### src/rtl/irq_controller_if.sv
// Register bus between a hart-side master and the interrupt controller.
// Single-cycle request strobe; the slave acks exactly one cycle later.
interface irq_controller_if;
    logic        bus_req;
    logic        bus_we;
    logic [5:0]  bus_addr;
    logic [31:0] bus_wdata;
    logic [31:0] bus_rdata;
    logic        bus_ack;

    modport master (
        output bus_req,
        output bus_we,
        output bus_addr,
        output bus_wdata,
        input  bus_rdata,
        input  bus_ack
    );

    modport slave (
        input  bus_req,
        input  bus_we,
        input  bus_addr,
        input  bus_wdata,
        output bus_rdata,
        output bus_ack
    );
endinterface

### src/rtl/irq_controller.sv
// Single-context PLIC-style interrupt controller.
// Per-source gateway (pending / in-service), programmable priority, enable mask and
// threshold, claim/complete over a word-addressed register bus, and a sequential
// one-source-per-cycle priority scan that commits a winner once per pass and drives
// a registered external interrupt line.
module irq_controller #(
    parameter int NSRC   = 32,
    parameter int PRIO_W = 3
) (
    input  logic                clk,
    input  logic                rst,
    input  logic [NSRC-1:0]     i_sources,
    irq_controller_if.slave     bus,
    output logic                o_ext_irq
);

    localparam int IDW = $clog2(NSRC);

    localparam logic [5:0]     ADDR_PEND  = 6'h20;
    localparam logic [5:0]     ADDR_EN    = 6'h21;
    localparam logic [5:0]     ADDR_THR   = 6'h22;
    localparam logic [5:0]     ADDR_CLAIM = 6'h23;
    localparam logic [5:0]     PRIO_END   = 6'(NSRC);
    localparam logic [IDW-1:0] LAST_IDX   = IDW'(NSRC - 1);

    // Configuration and gateway state
    logic [PRIO_W-1:0] r_prio [NSRC];
    logic [NSRC-1:0]   r_pending;
    logic [NSRC-1:0]   r_inservice;
    logic [NSRC-1:0]   r_enable;
    logic [PRIO_W-1:0] r_threshold;

    // Scan state
    logic [IDW-1:0]    r_scanIdx;
    logic [IDW-1:0]    r_curId;
    logic [PRIO_W-1:0] r_curPrio;
    logic [IDW-1:0]    r_bestId;
    logic [PRIO_W-1:0] r_bestPrio;
    logic              r_extIrq;

    // Bus response
    logic              r_ack;
    logic [31:0]       r_rdata;

    logic              w_rd;
    logic              w_wr;
    logic              w_isPrio;
    logic [IDW-1:0]    w_addrIdx;
    logic              w_claimOk;
    logic              w_claim;
    logic [IDW-1:0]    w_completeId;
    logic              w_complete;
    logic [31:0]       w_readData;
    logic [NSRC-1:0]   w_pendNext;
    logic [NSRC-1:0]   w_isvNext;
    logic              w_scanHit;
    logic [IDW-1:0]    w_runId;
    logic [PRIO_W-1:0] w_runPrio;

    // Decode the bus request and qualify claim / complete against live state
    always_comb begin
        w_rd         = bus.bus_req & ~bus.bus_we;
        w_wr         = bus.bus_req &  bus.bus_we;
        w_isPrio     = (bus.bus_addr < PRIO_END);
        w_addrIdx    = bus.bus_addr[IDW-1:0];
        w_claimOk    = (r_bestId != '0) && r_pending[r_bestId] && r_enable[r_bestId]
                       && (r_bestPrio > r_threshold);
        w_claim      = w_rd && (bus.bus_addr == ADDR_CLAIM) && w_claimOk;
        w_completeId = bus.bus_wdata[IDW-1:0];
        w_complete   = w_wr && (bus.bus_addr == ADDR_CLAIM) && (w_completeId != '0)
                       && r_inservice[w_completeId];
    end

    // Read data mux; a claim read returns 0 when the committed winner is no longer valid
    always_comb begin
        w_readData = '0;
        if (w_isPrio) begin
            w_readData[PRIO_W-1:0] = r_prio[w_addrIdx];
        end else begin
            case (bus.bus_addr)
                ADDR_PEND:  w_readData[NSRC-1:0]   = r_pending;
                ADDR_EN:    w_readData[NSRC-1:0]   = r_enable;
                ADDR_THR:   w_readData[PRIO_W-1:0] = r_threshold;
                ADDR_CLAIM: if (w_claimOk) w_readData[IDW-1:0] = r_bestId;
                default:    ;
            endcase
        end
    end

    // Gateway: a source pends only when idle; a claim beats a same-cycle set of that ID
    always_comb begin
        w_pendNext    = r_pending | (i_sources & ~r_pending & ~r_inservice);
        w_pendNext[0] = 1'b0;
        w_isvNext     = r_inservice;
        if (w_claim) begin
            w_pendNext[r_bestId] = 1'b0;
            w_isvNext[r_bestId]  = 1'b1;
        end
        if (w_complete) begin
            w_isvNext[w_completeId] = 1'b0;
        end
    end

    // Examine one source per cycle; strict compare keeps the lower ID on a tie
    always_comb begin
        w_scanHit = r_pending[r_scanIdx] && r_enable[r_scanIdx]
                    && (r_prio[r_scanIdx] > r_curPrio);
        w_runId   = w_scanHit ? r_scanIdx : r_curId;
        w_runPrio = w_scanHit ? r_prio[r_scanIdx] : r_curPrio;
    end

    // Register pending and in-service bits
    always_ff @(posedge clk or posedge rst) begin
        if (rst) begin
            r_pending   <= '0;
            r_inservice <= '0;
        end else begin
            r_pending   <= w_pendNext;
            r_inservice <= w_isvNext;
        end
    end

    // Software-writable configuration; priority 0 slot and enable bit 0 stay zero
    always_ff @(posedge clk or posedge rst) begin
        if (rst) begin
            for (int i = 0; i < NSRC; i++) begin
                r_prio[i] <= '0;
            end
            r_enable    <= '0;
            r_threshold <= '0;
        end else if (w_wr) begin
            if (w_isPrio) begin
                if (w_addrIdx != '0) begin
                    r_prio[w_addrIdx] <= bus.bus_wdata[PRIO_W-1:0];
                end
            end else if (bus.bus_addr == ADDR_EN) begin
                r_enable <= {bus.bus_wdata[NSRC-1:1], 1'b0};
            end else if (bus.bus_addr == ADDR_THR) begin
                r_threshold <= bus.bus_wdata[PRIO_W-1:0];
            end
        end
    end

    // Scan pointer, running candidate and per-pass commit; a claim overrides a same-cycle commit
    always_ff @(posedge clk or posedge rst) begin
        if (rst) begin
            r_scanIdx  <= '0;
            r_curId    <= '0;
            r_curPrio  <= '0;
            r_bestId   <= '0;
            r_bestPrio <= '0;
            r_extIrq   <= 1'b0;
        end else begin
            if (r_scanIdx == LAST_IDX) begin
                r_scanIdx  <= '0;
                r_curId    <= '0;
                r_curPrio  <= '0;
                r_bestId   <= w_runId;
                r_bestPrio <= w_runPrio;
                r_extIrq   <= (w_runPrio > r_threshold);
            end else begin
                r_scanIdx  <= r_scanIdx + IDW'(1);
                r_curId    <= w_runId;
                r_curPrio  <= w_runPrio;
            end
            if (w_claim) begin
                r_bestId   <= '0;
                r_bestPrio <= '0;
                r_extIrq   <= 1'b0;
            end
        end
    end

    // Bus response: ack one cycle after every request, read data only for reads
    always_ff @(posedge clk or posedge rst) begin
        if (rst) begin
            r_ack   <= 1'b0;
            r_rdata <= '0;
        end else begin
            r_ack   <= bus.bus_req;
            r_rdata <= w_rd ? w_readData : '0;
        end
    end

    assign bus.bus_ack   = r_ack;
    assign bus.bus_rdata = r_rdata;
    assign o_ext_irq     = r_extIrq;

endmodule
### src/flat_wrapper.sv
// flat-port wrapper written by rule: the top's interface ports become plain ports
module irq_controller_flat 
#(
    parameter int NSRC   = 32,
    parameter int PRIO_W = 3
)
  (clk, rst, i_sources, o_ext_irq, bus_bus_req, bus_bus_we, bus_bus_addr, bus_bus_wdata, bus_bus_rdata, bus_bus_ack);
  irq_controller_if bus_i ();
  input  logic clk;
  input  logic rst;
  input  logic [NSRC-1:0] i_sources;
  output logic o_ext_irq;
  input wire logic [$bits(bus_i.bus_req)-1:0] bus_bus_req;
  input wire logic [$bits(bus_i.bus_we)-1:0] bus_bus_we;
  input wire logic [$bits(bus_i.bus_addr)-1:0] bus_bus_addr;
  input wire logic [$bits(bus_i.bus_wdata)-1:0] bus_bus_wdata;
  output wire logic [$bits(bus_i.bus_rdata)-1:0] bus_bus_rdata;
  output wire logic [$bits(bus_i.bus_ack)-1:0] bus_bus_ack;
  assign bus_i.bus_req = bus_bus_req;
  assign bus_i.bus_we = bus_bus_we;
  assign bus_i.bus_addr = bus_bus_addr;
  assign bus_i.bus_wdata = bus_bus_wdata;
  assign bus_bus_rdata = bus_i.bus_rdata;
  assign bus_bus_ack = bus_i.bus_ack;
  irq_controller #(.NSRC(NSRC), .PRIO_W(PRIO_W)) u_core (.clk(clk), .rst(rst), .i_sources(i_sources), .bus(bus_i), .o_ext_irq(o_ext_irq));
endmodule
### config.mk
export PLATFORM = sky130hd
export DESIGN_NAME = irq_controller_flat
export DESIGN_NICKNAME = d
export VERILOG_FILES = /design/src/rtl/irq_controller_if.sv /design/src/rtl/irq_controller.sv /design/src/flat_wrapper.sv
export SDC_FILE = /design/constraint.sdc
export NUM_CORES = 1
export LEC_CHECK = 0
export CAP_MARGIN = 20
export CORE_MARGIN = 4
export CORE_UTILIZATION = 53
export DETAILED_ROUTE_END_ITERATION = 10
export PLACE_DENSITY = 0.77
export SYNTH_ARGS = -nofsm -noshare
export SYNTH_HDL_FRONTEND = slang
export SYNTH_SLANG_ARGS = --single-unit
### constraint.sdc
create_clock -name clk -period 10.14 [get_ports clk]
set_input_delay 3.042 -clock clk [delete_from_list [all_inputs] [get_ports clk]]
set_output_delay 3.042 -clock clk [all_outputs]
set_load 0.1 [all_outputs]
==> impl_results.md, run 1 <==
* Post-synth EDFFs at 0
* Setup crit start kind: input pin
* Nets@finish at 1273
* Final Cycle Share at 0.6260
* Ys flop type: dfrtp_1
* Worst setup EP type: flop
* Core area at 23750 µm²
* Syn Nets at 1204
* Die height at 164.4 µm
* R2r endpoint: u_core.o_ext_irq
* R2r startpoint: u_core.r_scanIdx[1]
* Total Power at 2.404 mW
* RD Place Congestion at 0.9171
* WL final at 35820 µm
* Vias at 9719
* Die W at 164.4 µm
* First-pass iteration count of the detailed router at 6
* CTS tree: built
* N_diodes at 0
* Multi-input logic area at 6279 µm²
* F_max at 157.5 MHz
* Maximum VDD drop at 0.1082 mV
* Clock latency on the worst-skew pair at 540 ps
* Initial antenna violation count at 0
* Worst hold start: u_core.r_inservice[0]
* Hold path endpoint: u_core.r_inservice[0]
* RSZ-0062 raised after global routing: no
* Hold Path Depth at 0
* Clock buffers created by TritonCTS at 27
* Most common cell in the netlist: dfrtp_1
* Layout Cells excl Fill at 1528
* Fraction of registers with async set/reset at 1.000
* Clock-pin transition on the worst setup and hold timing paths at 70 ps
* Hpwl dp at 24320 µm
* Row count at 56
* Crit Path Category: in -> reg
* Initial Util at 0.5461
* CTS resizes at 0
* Total GRT Usage at 0.2679
* Critical Path RT at 10610 ps
* Global-route wire length before repair at 56390 µm
* Sum Neg Setup Slack at 0 ps
* P_leak at 6.300 nW
* Clock sinks at 248
* GR Overflow Total at 0
* Comb power frac at 0.113
* Placed cells at 1477
* Power share of the clock group at 0.433
* Drc violations at 0
* Slowest stage cell, crit path: or4b_1
* Vias/cell at 6.361
* Synth cell types at 58
* Die area at 27040 µm²
* CP peak stage delay at 850 ps
* Setup Buffers After CTS at 0
* Cell Pwr Density at 158.3 nW/µm²
* Final hold viol count at 0
* Area grow syn2layout at 17.09%
* Hold bufs inserted after CTS at 0
* Max_slew headroom at 0.3220
* Seq pwr share at 0.454
* Synth area leaders: dfrtp_1, mux2_2, mux4_2, nor2_1, mux2i_1
* Clk root buf: clkbuf_16
* H-tree levels at 1
* Clock skew at 13.34 ps
* Post-synth top area share at 0.4784
* Largest net degree at the start of global routing at 120
* Switch share at 0.2504
* Min-delay worst type: reg -> reg
* I/O Buffers at 106
* # IOs at 108
* Share of cells above drive strength 1 at 0.2382
* Status: complete, no violations
* Synth cell count leaders: dfrtp_1, mux2_2, nor2_1
* Synthesized area at 12970 µm²
* Worst reg-to-reg path cell count at 20
* Final setup viols at 0
* Hold slack final at 397.0 ps
* Seq cells post-synth at 248
* Max_cap viols at 0
* Synthesis warning total at 0
* Vias in the first global route at 10019
* Maximum fanout along the worst path at 20
* Fin. max-slew vios at 0
* Final ANT Viol Nets at 0
* Post-synth top area cell: dfrtp_1
* Internal Pwr Total at 1.802 mW
* Sequential area share after synthesis at 0.4784
* R2r setup slk at 4580 ps
* Worst EP arrival at 6820 ps
* Mapped Cells at 1119
* CTS Buffer Depth at 3
* Fillers at 1774
* Wirelength per Cell at 23.44 µm
* Sw power at 0.6019 mW
* Reg area at 6207 µm²
* First DRT Iteration DRCs at 1169
* Mean post-synth cell area at 11.59 µm²
* Worst Tran Pin Value at 1017 ps
* Crit-path cells: clkdlybuf4s50_1 > or4b_1 > a311oi_2 > o31ai_1 > nor4_2 > o2111ai_4 > buf_4 > nor3_2 > o22a_1
* Min Tclk post-route at 6347 ps
-- layer usage --
layer	GRT usage	wire length [µm]	vias up
met4	0.1089	1450	0
met2	0.4429	17440	427
met1	0.3552	14270	4925
met5	0	0	-
li1	-	-	4260
met3	0.04467	2652	107
-- final cells by class --
| class | instances | share of cell area |
|---|---|---|
| well taps | 319 | 0.02628 |
| inverters | 45 | 0.01162 |
| clock inverters | 11 | 0.009556 |
| clock buffers | 39 | 0.05338 |
| flip-flops and latches | 248 | 0.4087 |
| repair buffers | 121 | 0.07711 |
| multi-input cells | 745 | 0.4134 |
-- sequential cells by signal, summed over array words and instances (netlist names) --
signal	cells
u_core.bus.bus_rdata	32
u_core.r_bestPrio	3
u_core.bus.bus_ack	1
u_core.r_threshold	3
u_core.r_inservice	32
u_core.r_pending	31
u_core.r_bestId	5
u_core.r_prio	96
u_core.r_enable	31
u_core.o_ext_irq	1
u_core.r_curId	5
u_core.r_curPrio	3
u_core.r_scanIdx	5
-- logic make-up (layout without fill, tap and decap cells) --
| family | count (synthesis) | in the layout | synth area share |
|---|---|---|---|
| and+or+nand+nor | 308 | 308 | 0.1228 |
| DFF | 248 | 248 | 0.4784 |
| muxes | 229 | 229 | 0.2439 |
| AOI/OAI and AO/OA | 195 | 195 | 0.1031 |
| buffers and inverters | 126 | 216 | 0.03984 |
| adders and majority gates | 11 | 11 | 0.01061 |
| xor gates and xnor gates | 2 | 2 | 0.001351 |
-- through the flow --
step | utilization | worst slack [ps] | cell area (µm²)
2_1_floorplan | - | 283.1 | 12970
3_3_place_gp | 0.5986 | 3389 | 14220
3_5_place_dp | 0.5986 | 3334 | 14220
4_1_cts | 0.6388 | 3858 | 15170
5_1_grt | 0.6394 | 3684 | 15190
6_report | 0.6394 | 3793 | 15190
-- worst max path at each step --
stage	cells after the start	slack (ps)	end	start
3_3_place_gp	9	3390	u_core.r_inservice[20]	bus_bus_addr[4]
2_1_floorplan	1	280	u_core.bus.bus_ack	rst
3_5_place_dp	9	3330	u_core.r_inservice[22]	bus_bus_addr[4]
6_report	9	3790	u_core.r_inservice[21]	bus_bus_addr[4]
4_1_cts	9	3860	u_core.r_inservice[21]	bus_bus_addr[4]
5_1_grt	9	3680	u_core.r_inservice[20]	bus_bus_addr[4]
-- cells in the final DEF (no fill, tap or decap), types with 19 or more instances in the layout --
| cell type | n |
|---|---|
| inv_1 | 43 |
| clkdlybuf4s50_1 | 104 |
| nor3_2 | 22 |
| mux4_2 | 56 |
| dfrtp_1 | 247 |
| nor2_1 | 100 |
| nand3_1 | 26 |
| mux2_2 | 136 |
| a21oi_1 | 59 |
| clkbuf_16 | 27 |
| nand2_1 | 56 |
| o21ai_0 | 19 |
| o22a_1 | 32 |
| a22oi_1 | 32 |
| nor2b_1 | 21 |
| mux2i_1 | 37 |
-- power by group through the flow --
stage          Sequential [mW]  Combinational, mW  Clock, mW
3_3_place_gp              1.10              0.263          0
6_report                  1.09              0.272       1.04
4_1_cts                   1.09              0.271       1.05
5_1_grt                   1.10              0.293       1.10
2_1_floorplan             1.09              0.191          0
3_5_place_dp              1.11              0.268          0
-- worst max-delay path: cells and delay by family --
| kind | cells | cell delay [ps] |
|---|---|---|
| AO/OA/AOI/OAI | 4 | 1030 |
| AND/OR/NAND/NOR | 3 | 1500 |
| buffers and inverters | 2 | 1210 |
Power figures use the tool's default switching activity.
==> run 2, diff against run 1 <==
==> constraint.sdc (replaced) <==
create_clock -name clk -period 5.25 [get_ports clk]
set_input_delay 1.575 -clock clk [delete_from_list [all_inputs] [get_ports clk]]
set_output_delay 1.575 -clock clk [all_outputs]
set_load 0.1 [all_outputs]
==> run 2 against run 1 <==
  * Critical path depth grew 11
  * Die area did not move
  * Sequential share of layout area down 0.58 points
  * Clock skew about the same
  * Core utilization is 0.95 points higher
  * Cell area rose by 1.5%
==> impl_results.md, run 2 (synthesis results as in run 1) <==
* N_diodes at 0 (unchanged)
* Area grow syn2layout at 18.83% (was 17.09%)
* P_leak at 6.432 nW (was 6.300 nW)
* RD Place Congestion at 0.9396 (was 0.9171)
* Final Cycle Share at 0.9111
* Hpwl dp at 25960 µm (was 24320 µm)
* Fin. max-slew vios at 0 (unchanged)
* Wirelength per Cell at 23.79 µm (was 23.44 µm)
* Slowest stage cell, crit path: dfrtp_4 (was or4b_1)
* # IOs at 108 (unchanged)
* Clock latency on the worst-skew pair at 530 ps (was 540 ps)
* Sum Neg Setup Slack at 0 ps (unchanged)
* First DRT Iteration DRCs at 972 (was 1169)
* Critical Path RT at 5670 ps (was 10610 ps)
* Max FFs per register at 96 (unchanged)
* Min-delay worst type: reg -> reg (unchanged)
* Internal Pwr Total at 3.438 mW (was 1.802 mW)
* Vias at 9935 (was 9719)
* Initial Util at 0.5461 (unchanged)
* Die area at 27040 µm² (unchanged)
* Multi-input logic area at 6279 µm² (unchanged)
* Comb power frac at 0.118 (was 0.113)
* Cell Pwr Density at 298.3 nW/µm² (was 158.3 nW/µm²)
* Bufs and invs on worst path at 4 (was 2)
* Final hold viol count at 0 (unchanged)
* GR Overflow Total at 0 (unchanged)
* Row count at 56 (unchanged)
* Sw power at 1.160 mW (was 0.6019 mW)
* H-tree levels at 1 (unchanged)
* Share of cells above drive strength 1 at 0.2569 (was 0.2382)
* CTS resizes at 0 (unchanged)
* CTS tree: built (unchanged)
* Family with the most delay on the worst path: compound AO/OA/AOI/OAI gates (was simple AND/OR/NAND/NOR gates)
* Clock skew at 13.79 ps (was 13.34 ps)
* F_max at 209.1 MHz
* Max_slew headroom at 0.3288 (was 0.3220)
* Max_cap viols at 0 (unchanged)
* I/O Buffers at 106 (unchanged)
* Status: complete, no violations (unchanged)
* Clock buffers created by TritonCTS at 27 (unchanged)
* Min Tclk post-route at 4783 ps
* Clock sinks at 248 (unchanged)
* Maximum VDD drop at 0.2985 mV (was 0.1082 mV)
* Power share of the clock group at 0.422 (was 0.433)
* Largest net degree at the start of global routing at 137 (was 120)
* Vias/cell at 6.381 (was 6.361)
* Top reg by flops: u_core.r_prio (unchanged)
* Worst setup EP type: flop (unchanged)
* Hold bufs inserted after CTS at 0 (unchanged)
* CP peak stage delay at 690 ps (was 850 ps)
* Final ANT Viol Nets at 0 (unchanged)
* Core area at 23750 µm² (unchanged)
* Fillers at 1778 (was 1774)
* Nets@finish at 1303 (was 1273)
* RSZ-0062 raised after global routing: no (unchanged)
* Most frequent cells in the layout: dfrtp_1, mux2_2, clkdlybuf4s50_1 (unchanged)
* WL final at 37030 µm (was 35820 µm)
* DP Area at 14490 µm² (was 14220 µm²)
* Crit-path cells: buf_4 > mux4_2 > a21oi_1 > nand3_1 > ha_1 > nand2_1 > o21ai_0 > buf_4 > nand4_1 > nor4_1 > buf_4 > o2111a_1 > mux2i_1 > inv_1 > ha_1 > a21o_1 > a21oi_1 > a31oi_1 > mux2i_1 > nor2_1 (was clkdlybuf4s50_1 > or4b_1 > a311oi_2 > o31ai_1 > nor4_2 > o2111ai_4 > buf_4 > nor3_2 > o22a_1)
* Worst Tran Pin Value at 1004 ps (was 1017 ps)
* Clock-pin transition on the worst setup and hold timing paths at 60 ps (was 70 ps)
* Global-route wire length before repair at 56940 µm (was 56390 µm)
* Die height at 164.4 µm (unchanged)
* Maximum fanout along the worst path at 23 (was 20)
* Drc violations at 0 (unchanged)
* Crit Path Category: reg -> reg (was in -> reg)
* CTS Buffer Depth at 3 (unchanged)
* Reg area at 6210 µm² (was 6207 µm²)
* Vias in the first global route at 10111 (was 10019)
* Seq pwr share at 0.460 (was 0.454)
* Most common cell after layout, fill and taps aside: dfrtp_1 (unchanged)
* Die W at 164.4 µm (unchanged)
* Crit-path most repeated cell: buf_4
* Final setup viols at 0 (unchanged)
* Final Instance Area at 15410 µm² (was 15190 µm²)
* Worst EP arrival at 5200 ps (was 6820 ps)
* First-pass iteration count of the detailed router at 5 (was 6)
* Switch share at 0.2523 (was 0.2504)
* Setup crit start kind: flop (was input pin)
* Hold slack final at 387.4 ps (was 397.0 ps)
* Initial antenna violation count at 0 (unchanged)
* Setup Buffers After CTS at 0 (unchanged)
* Total GRT Usage at 0.2720 (was 0.2679)
* Clk root buf: clkbuf_16 (unchanged)
-- run 2: cell count changes in the layout (fill, tap and decap cells not counted), moves of 2 or more --
cell      change
buf_4        +28
buf_12        +3
clkbuf_1      -2
clkinv_2      +3
inv_8         -2
-- run 2: area by class of cell --
| class | instances | area share |
|---|---|---|
| Sequential cell | 248 | 0.4029 |
| Clock inverter | 12 | 0.007712 |
| Clock buffer | 37 | 0.05211 |
| Multi-Input combinational cell | 745 | 0.4073 |
| Tap cell | 319 | 0.02590 |
| Timing Repair Buffer | 151 | 0.09286 |
| Inverter | 45 | 0.01120 |
-- run 2: layer usage --
| metal | global-route usage | vias up | wire length [µm] |
|---|---|---|---|
| met5 | 0 | - | 0 |
| met4 | 0.1006 | 0 | 1545 |
| met3 | 0.03569 | 105 | 2482 |
| met2 | 0.4581 | 433 | 18270 |
| met1 | 0.3646 | 5070 | 14740 |
| li1 | - | 4327 | - |
-- run 2: metrics by stage --
| step | util | power [mW] | cells | setup WS [ps] |
|---|---|---|---|---|
| after floorplan | - | 2.473 | 1119 | 415.3 |
| after global placement | 0.6100 | 2.664 | 1508 | 414.4 |
| after detailed placement | 0.6100 | 2.683 | 1508 | 367.7 |
| after CTS | 0.6488 | 4.614 | 1557 | 305.7 |
| after global routing | 0.6489 | 4.754 | 1557 | 91.45 |
| final | 0.6489 | 4.598 | 1557 | 466.6 |
-- run 2: worst paths after layout --
path	depth (start not counted)	from	slack [ps]	to
hold reg to reg	0	u_core.r_inservice[0]	390	u_core.r_inservice[0]
hold / removal	0	u_core.r_inservice[0]	390	u_core.r_inservice[0]
setup reg to reg	20	u_core.r_scanIdx[0]	470	u_core.o_ext_irq
setup / recovery	20	u_core.r_scanIdx[0]	470	u_core.o_ext_irq
min in group asynchronous	2	rst	1410	u_core.r_prio[84]
max in group asynchronous	3	rst	2700	u_core.r_scanIdx[0]
-- run 2: power groups by stage --
stage	clock, mW	sequential, mW	combinational (mW)
final	1.94	2.11	0.545
after floorplan	0	2.10	0.368
after global placement	0	2.13	0.529
after global routing	2.05	2.12	0.585
after CTS	1.96	2.11	0.543
after detailed placement	0	2.14	0.540
